===== src/rtl/ex_mem_pkg.sv =====
// Shared types and helpers for the EX/MEM pipeline register: skid-buffer state,
// per-lane control record and lane record width.
package ex_mem_pkg;

    typedef enum logic [1:0] {
        EMPTY = 2'd0,
        ONE   = 2'd1,
        TWO   = 2'd2
    } skid_state_e;

    localparam int CTRL_W = 5;

    typedef struct packed {
        logic lane_vld;
        logic memread;
        logic memtoreg;
        logic memwrite;
        logic regwrite;
    } lane_ctrl_t;

    // Lane record layout, MSB to LSB: {ctrl, rd, store_data, alu_result}
    function automatic int lane_w(input int xlen, input int ra_w);
        return 2 * xlen + ra_w + CTRL_W;
    endfunction

    function automatic lane_ctrl_t pack_ctrl(input logic lane_vld, input logic memread,
                                             input logic memtoreg, input logic memwrite,
                                             input logic regwrite);
        lane_ctrl_t c;
        c.lane_vld = lane_vld;
        c.memread  = memread;
        c.memtoreg = memtoreg;
        c.memwrite = memwrite;
        c.regwrite = regwrite;
        return c;
    endfunction

    function automatic lane_ctrl_t unpack_ctrl(input logic [CTRL_W-1:0] bits);
        return lane_ctrl_t'(bits);
    endfunction

endpackage


===== src/rtl/pipe_skid_buf.sv =====
// Generic two-entry skid buffer with synchronous flush; 1-cycle latency, main register drives output.
// Backpressure: o_rdy depends only on registered state (low when both entries are full).
module pipe_skid_buf
    import ex_mem_pkg::*;
#(
    parameter int WIDTH = 8
) (
    input  logic             clk,
    input  logic             reset,
    input  logic             i_flush,
    input  logic             i_vld,
    output logic             o_rdy,
    input  logic [WIDTH-1:0] i_dat,
    output logic             o_vld,
    input  logic             i_rdy,
    output logic [WIDTH-1:0] o_dat,
    output logic [1:0]       o_occupancy
);

    skid_state_e      r_state;
    skid_state_e      w_state_nxt;
    logic [WIDTH-1:0] r_main;
    logic [WIDTH-1:0] r_skid;
    logic             w_accept;
    logic             w_take;
    logic             w_load_main;
    logic             w_load_skid;
    logic             w_move_skid;
    logic             w_clear_main;

    assign o_rdy       = (r_state != TWO);
    assign o_vld       = (r_state != EMPTY);
    assign o_dat       = r_main;
    assign o_occupancy = r_state;

    assign w_accept = i_vld & o_rdy & ~i_flush;
    assign w_take   = o_vld & i_rdy;

    always_comb begin
        w_state_nxt  = r_state;
        w_load_main  = 1'b0;
        w_load_skid  = 1'b0;
        w_move_skid  = 1'b0;
        w_clear_main = 1'b0;
        case (r_state)
            EMPTY: begin
                if (w_accept) begin
                    w_load_main = 1'b1;
                    w_state_nxt = ONE;
                end
            end
            ONE: begin
                if (w_accept && w_take) begin
                    w_load_main = 1'b1;
                end else if (w_accept) begin
                    w_load_skid = 1'b1;
                    w_state_nxt = TWO;
                end else if (w_take) begin
                    w_clear_main = 1'b1;
                    w_state_nxt  = EMPTY;
                end
            end
            TWO: begin
                if (w_take) begin
                    w_move_skid = 1'b1;
                    w_state_nxt = ONE;
                end
            end
            default: w_state_nxt = EMPTY;
        endcase
        if (i_flush) begin
            w_state_nxt = EMPTY;
        end
    end

    always_ff @(posedge clk) begin
        if (reset) begin
            r_state <= EMPTY;
        end else begin
            r_state <= w_state_nxt;
        end
    end

    // Main is zeroed whenever it empties so outputs read 0 with no entry present.
    always_ff @(posedge clk) begin
        if (reset || i_flush) begin
            r_main <= '0;
            r_skid <= '0;
        end else begin
            if (w_load_main) begin
                r_main <= i_dat;
            end else if (w_move_skid) begin
                r_main <= r_skid;
            end else if (w_clear_main) begin
                r_main <= '0;
            end
            if (w_load_skid) begin
                r_skid <= i_dat;
            end else if (w_move_skid) begin
                r_skid <= '0;
            end
        end
    end

endmodule


===== src/rtl/ex_mem_pipe_reg.sv =====
// Elastic EX/MEM stage register for LANES lanes; 1-cycle latency, full throughput.
// Backpressure: in_ready low only when both skid entries are held; never combinational from out_ready.
module ex_mem_pipe_reg
    import ex_mem_pkg::*;
#(
    parameter int LANES        = 2,
    parameter int XLEN         = 32,
    parameter int RA_W         = 5,
    parameter int DROP_BUBBLES = 0
) (
    input  logic                  clk,
    input  logic                  reset,
    input  logic                  flush,
    input  logic                  in_valid,
    output logic                  in_ready,
    input  logic [LANES-1:0]      lane_valid_in,
    input  logic [LANES*XLEN-1:0] alu_result_in,
    input  logic [LANES*XLEN-1:0] store_data_in,
    input  logic [LANES*RA_W-1:0] rd_in,
    input  logic [LANES-1:0]      memread_in,
    input  logic [LANES-1:0]      memtoreg_in,
    input  logic [LANES-1:0]      memwrite_in,
    input  logic [LANES-1:0]      regwrite_in,
    output logic                  out_valid,
    input  logic                  out_ready,
    output logic [LANES-1:0]      lane_valid_out,
    output logic [LANES*XLEN-1:0] alu_result_out,
    output logic [LANES*XLEN-1:0] store_data_out,
    output logic [LANES*RA_W-1:0] rd_out,
    output logic [LANES-1:0]      memread_out,
    output logic [LANES-1:0]      memtoreg_out,
    output logic [LANES-1:0]      memwrite_out,
    output logic [LANES-1:0]      regwrite_out,
    output logic [1:0]            occupancy
);

    localparam int LANE_W = lane_w(XLEN, RA_W);
    localparam int REC_W  = LANES * LANE_W;

    logic [REC_W-1:0] w_rec_in;
    logic [REC_W-1:0] w_rec_out;
    logic             w_bubble;
    logic             w_buf_vld;

    // A dropped bubble still sees in_ready, so the handshake completes without storing.
    assign w_bubble  = ~|lane_valid_in;
    assign w_buf_vld = in_valid & ~((DROP_BUBBLES != 0) & w_bubble);

    for (genvar g = 0; g < LANES; g++) begin : g_lane
        lane_ctrl_t        w_ctrl_in;
        lane_ctrl_t        w_ctrl_out;
        logic [LANE_W-1:0] w_lane_out;

        assign w_ctrl_in = pack_ctrl(1'b1, memread_in[g], memtoreg_in[g],
                                     memwrite_in[g], regwrite_in[g]);

        assign w_rec_in[g*LANE_W +: LANE_W] = lane_valid_in[g] ?
            {w_ctrl_in, rd_in[g*RA_W +: RA_W], store_data_in[g*XLEN +: XLEN],
             alu_result_in[g*XLEN +: XLEN]} : '0;

        assign w_lane_out = w_rec_out[g*LANE_W +: LANE_W];
        assign w_ctrl_out = unpack_ctrl(w_lane_out[LANE_W-1 -: CTRL_W]);

        assign lane_valid_out[g]              = w_ctrl_out.lane_vld;
        assign memread_out[g]                 = w_ctrl_out.memread;
        assign memtoreg_out[g]                = w_ctrl_out.memtoreg;
        assign memwrite_out[g]                = w_ctrl_out.memwrite;
        assign regwrite_out[g]                = w_ctrl_out.regwrite;
        assign rd_out[g*RA_W +: RA_W]         = w_lane_out[2*XLEN +: RA_W];
        assign store_data_out[g*XLEN +: XLEN] = w_lane_out[XLEN +: XLEN];
        assign alu_result_out[g*XLEN +: XLEN] = w_lane_out[0 +: XLEN];
    end

    pipe_skid_buf #(
        .WIDTH(REC_W)
    ) u_skid (
        .clk        (clk),
        .reset      (reset),
        .i_flush    (flush),
        .i_vld      (w_buf_vld),
        .o_rdy      (in_ready),
        .i_dat      (w_rec_in),
        .o_vld      (out_valid),
        .i_rdy      (out_ready),
        .o_dat      (w_rec_out),
        .o_occupancy(occupancy)
    );

endmodule

===== config.mk =====
export PLATFORM = sky130hd
export DESIGN_NAME = ex_mem_pipe_reg
export DESIGN_NICKNAME = d
export VERILOG_FILES = /design/src/rtl/ex_mem_pkg.sv /design/src/rtl/pipe_skid_buf.sv /design/src/rtl/ex_mem_pipe_reg.sv
export SDC_FILE = /design/constraint.sdc
export NUM_CORES = 1
export LEC_CHECK = 0
export BUFFER_PORTS_ARGS = -buffer_cell sky130_fd_sc_hd__buf_4
export CORE_UTILIZATION = 45
export DETAILED_ROUTE_END_ITERATION = 10
export HOLD_SLACK_MARGIN = 0.1
export PLACE_DENSITY = 0.71
export SYNTH_ARGS = -nofsm -noshare
export SYNTH_HDL_FRONTEND = slang
export SYNTH_SLANG_ARGS = --single-unit

===== constraint.sdc =====
create_clock -name clk -period 1.7 [get_ports clk]
set_input_delay 0.34 -clock clk [delete_from_list [all_inputs] [get_ports clk]]
set_output_delay 0.34 -clock clk [all_outputs]
set_load 0.03 [all_outputs]

==> insert_results.sql <==
INSERT INTO impl_metrics (metric_group, metric, value, unit) VALUES
('timing', 'final.setup.worst_slack', '-0.0403', 'ns'),
('timing', 'tns', '-0.416', 'ns'),
('timing', 'worst_slew_margin_rel', '71.8', '%'),
('worst_hold_path', 'hold_path_depth', '3', ''),
('cts', 'insertion_delay', '0.50', 'ns'),
('setup_path', 'worstRegToRegCells', '6', ''),
('route', 'total_wire_length_after_detailed_routing', '50.0', 'mm'),
('placement', 'gp_routability_congestion', '0.828', ''),
('floorplanning', 'placementRows', '63', ''),
('worst_hold_path', 'hold_end', 'u_skid.r_skid[125]', ''),
('setup_path', 'path_type_of_the_worst_setup_path', 'reg2reg', ''),
('route', 'detailedRoute.firstIterationViolations', '1770', ''),
('timing', 'clock-skew-final', '0.0162', 'ns'),
('power_and_ir_drop', 'total_leakage_power', '6.58', 'nW'),
('synth', 'synthCells', '1618', ''),
('grt', 'grt_first_pass_wirelength', '73.4', 'mm'),
('setup_path', 'worst_setup_path_start_kind', 'flip-flop', ''),
('floorplanning', 'dieWidth', '176', 'µm'),
('synth', 'synthTopCellsByCount', 'sky130_fd_sc_hd__dfxtp_1 (298), sky130_fd_sc_hd__nand4_1 (290), sky130_fd_sc_hd__clkbuf_1 (240)', ''),
('status', 'run_status', 'finished, violations left', ''),
('grt', 'pin_count_of_the_biggest_net_entering_global_routing', '68', ''),
('timing', 'grt_setup_unrepaired', 'true', ''),
('timing', 'final_max_slew_viol_count', '0', ''),
('grt', 'antenna_found_initial', '2', ''),
('setup_path', 'critical_path.reg2reg.endpoint', 'u_skid.o_dat[112]', ''),
('timing', 'fmaxAchievable', '575', 'MHz'),
('cts', 'cts-root-to-sink-buffers', '3', ''),
('synth', 'asyncSetResetFlopFracSynth', '0', '%'),
('finish', 'final.fill_count', '2337', ''),
('timing', 'report.final.hold_viol_count', '0', ''),
('status', 'failed_checks', 'negative setup slack', ''),
('timing', 'fin_crit_sh', '102', '%'),
('synth', 'synth.distinct_cells', '32', ''),
('synth', 'proportion_of_netlist_area_held_by_the_largest_area_contributor', '43.8', '%'),
('route', 'vias', '15268', ''),
('job', 'drv_cap', '0', ''),
('setup_path', 'reg2reg_from', 'u_skid.o_occupancy[1]', ''),
('floorplanning', 'core', '0.0297', 'mm²'),
('cts', 'cts_hold_buf', '0', ''),
('setup_path', 'arrival', '2.17', 'ns'),
('setup_path', 'crit_fanout', '25', ''),
('synth', 'synth-seq-cells', '298', ''),
('timing', 'finalSetupViolations', '31', ''),
('finish', 'post_route_cells_drive_above_1_share', '31.9', '%'),
('synth', 'synth-warning-count', '0', ''),
('cts', 'cts.root.buffer_cell', 'sky130_fd_sc_hd__clkbuf_16', ''),
('setup_path', 'worst_setup_path_end_kind', 'flip-flop', ''),
('floorplanning', 'chipHeight', '176', 'µm'),
('placement', 'dp_hpwl', '28.2', 'mm'),
('finish', 'fin_cells', '2247', ''),
('route', 'drc_errors', '0', ''),
('synth', 'post-synth-top-count-cell', 'sky130_fd_sc_hd__dfxtp_1', ''),
('timing', 'layout_min_cycle_time', '1.74', 'ns'),
('grt', 'grt_overflow', '0', ''),
('placement', 'preCtsSetupSlack', '-0.0114', 'ns'),
('synth', 'synth_fp_nets', '1771', ''),
('worst_hold_path', 'min-delay-path-class', 'in2reg', ''),
('cts', 'tritoncts', 'built', ''),
('cts', 'clk_pin_slew_worst_paths', '0.06', 'ns'),
('finish', 'final_layout_net_count', '1984', ''),
('route', 'wire_per_inst', '22.3', 'µm'),
('synth', 'synth-edff-count', '0', ''),
('placement', 'buffer_ports.inserted', '304', ''),
('route', 'drt-vias-per-instance', '6.79', ''),
('synth', 'synthesis.area', '0.0136', 'mm²'),
('timing', 'worstMarginPinSlew', '0.418', 'ns'),
('synth', 'synth.largest_area_cell', 'sky130_fd_sc_hd__dfxtp_1', ''),
('power_and_ir_drop', 'power-per-cell-area', '882', 'mW/mm²'),
('grt', 'grt_pass1_vias', '13647', ''),
('route', 'postRouteAntennaNets', '0', ''),
('synth', 'synth_flop_cell', 'sky130_fd_sc_hd__dfxtp_1', '');
[per-layer routing]
| metal | vias up | global-route usage [%] | wire length, µm |
|---|---|---|---|
| met1 | 7370 | 39.5 | 20200 |
| met3 | 115 | 5.56 | 5040 |
| met5 | - | 0 | 0 |
| met4 | 0 | 9.89 | 1580 |
| met2 | 858 | 44.5 | 23200 |
| li1 | 6925 | - | - |
[critical path, stage by stage, from the launching register on]
cell	delay (ns)
sky130_fd_sc_hd__dfxtp_4	0.36
sky130_fd_sc_hd__buf_12	0.12
sky130_fd_sc_hd__and3b_4	0.24
sky130_fd_sc_hd__or3_4	0.43
sky130_fd_sc_hd__buf_12	0.16
sky130_fd_sc_hd__buf_12	0.17
sky130_fd_sc_hd__a31oi_1	0.16
[cell families after synthesis]
logic type             share of synthesized area [%]
DFF                                             43.8
buffers and inverters                           7.57
muxes                                         0.0735
AOI/OAI and AO/OA                               30.2
and+or+nand+nor                                 18.4
[per-stage QoR]
step	hold WS, ns	instance area [µm²]	util [%]
after floorplan	0.448	13800	-
after global placement	0.450	16900	56.9
after detailed placement	0.459	16900	56.9
after CTS	0.106	18200	61.1
after global routing	0.106	19600	65.8
final	0.117	19600	65.8
[final cells by class]
type / count / area, µm² / share of cell area [%]
inverters: 1 / 3.75 / 0.0192
clock inverters: 13 / 106 / 0.543
clock buffers: 48 / 1030 / 5.25
well taps: 390 / 488 / 2.49
flip-flops and latches: 298 / 5970 / 30.5
diodes: 2 / 5.00 / 0.0256
multi-input cells: 1056 / 7590 / 38.8
repair buffers: 439 / 4370 / 22.3
[state kept, by name, indices dropped and copies added, names as in the netlist]
name / count
u_skid.o_dat: 148
u_skid.r_skid: 148
u_skid.o_occupancy: 2
[timing repair]
| action | CTS | global route |
|---|---|---|
| setup buffers | 6 | 12 |
| pin swaps | 3 | 15 |
| endpoints found under the setup margin | 3 | 198 |
| gates cloned | 0 | 16 |
| resized for setup | 11 | 109 |
[power breakdown]
part	internal (mW)	leakage [nW]	switching [mW]
registers	7.13	2.41	0.109
clock network	4.39	0.559	2.99
logic	1.06	3.61	1.58
[how the worst max path moves through the flow]
| stage | slack [ns] | to | from | cells after the start |
|---|---|---|---|---|
| finish | -0.04 | u_skid.o_dat[112] | u_skid.o_occupancy[1] | 6 |
| detailed placement | -0.01 | u_skid.o_dat[108] | flush | 5 |
| CTS | -0.02 | out_valid | u_skid.o_occupancy[0] | 3 |
| global route | -0.06 | u_skid.o_dat[112] | u_skid.o_occupancy[1] | 6 |
| floorplan | -0.03 | u_skid.o_dat[146] | u_skid.o_occupancy[1] | 7 |
| global placement | 0.06 | u_skid.r_skid[11] | flush | 5 |
[layout by cell type (no fill, tap or decap), drive strengths merged, types with 3 or more instances in the layout]
cell type and instances:
a21oi 151, a31oi 145, buf 429, clkbuf 58, clkinv 10, dfxtp 298, nand2 147, nand4 290
nor2 3, o211ai 148, o41ai 147, or3 3
Note: power is estimated with default switching activity, not from simulation.
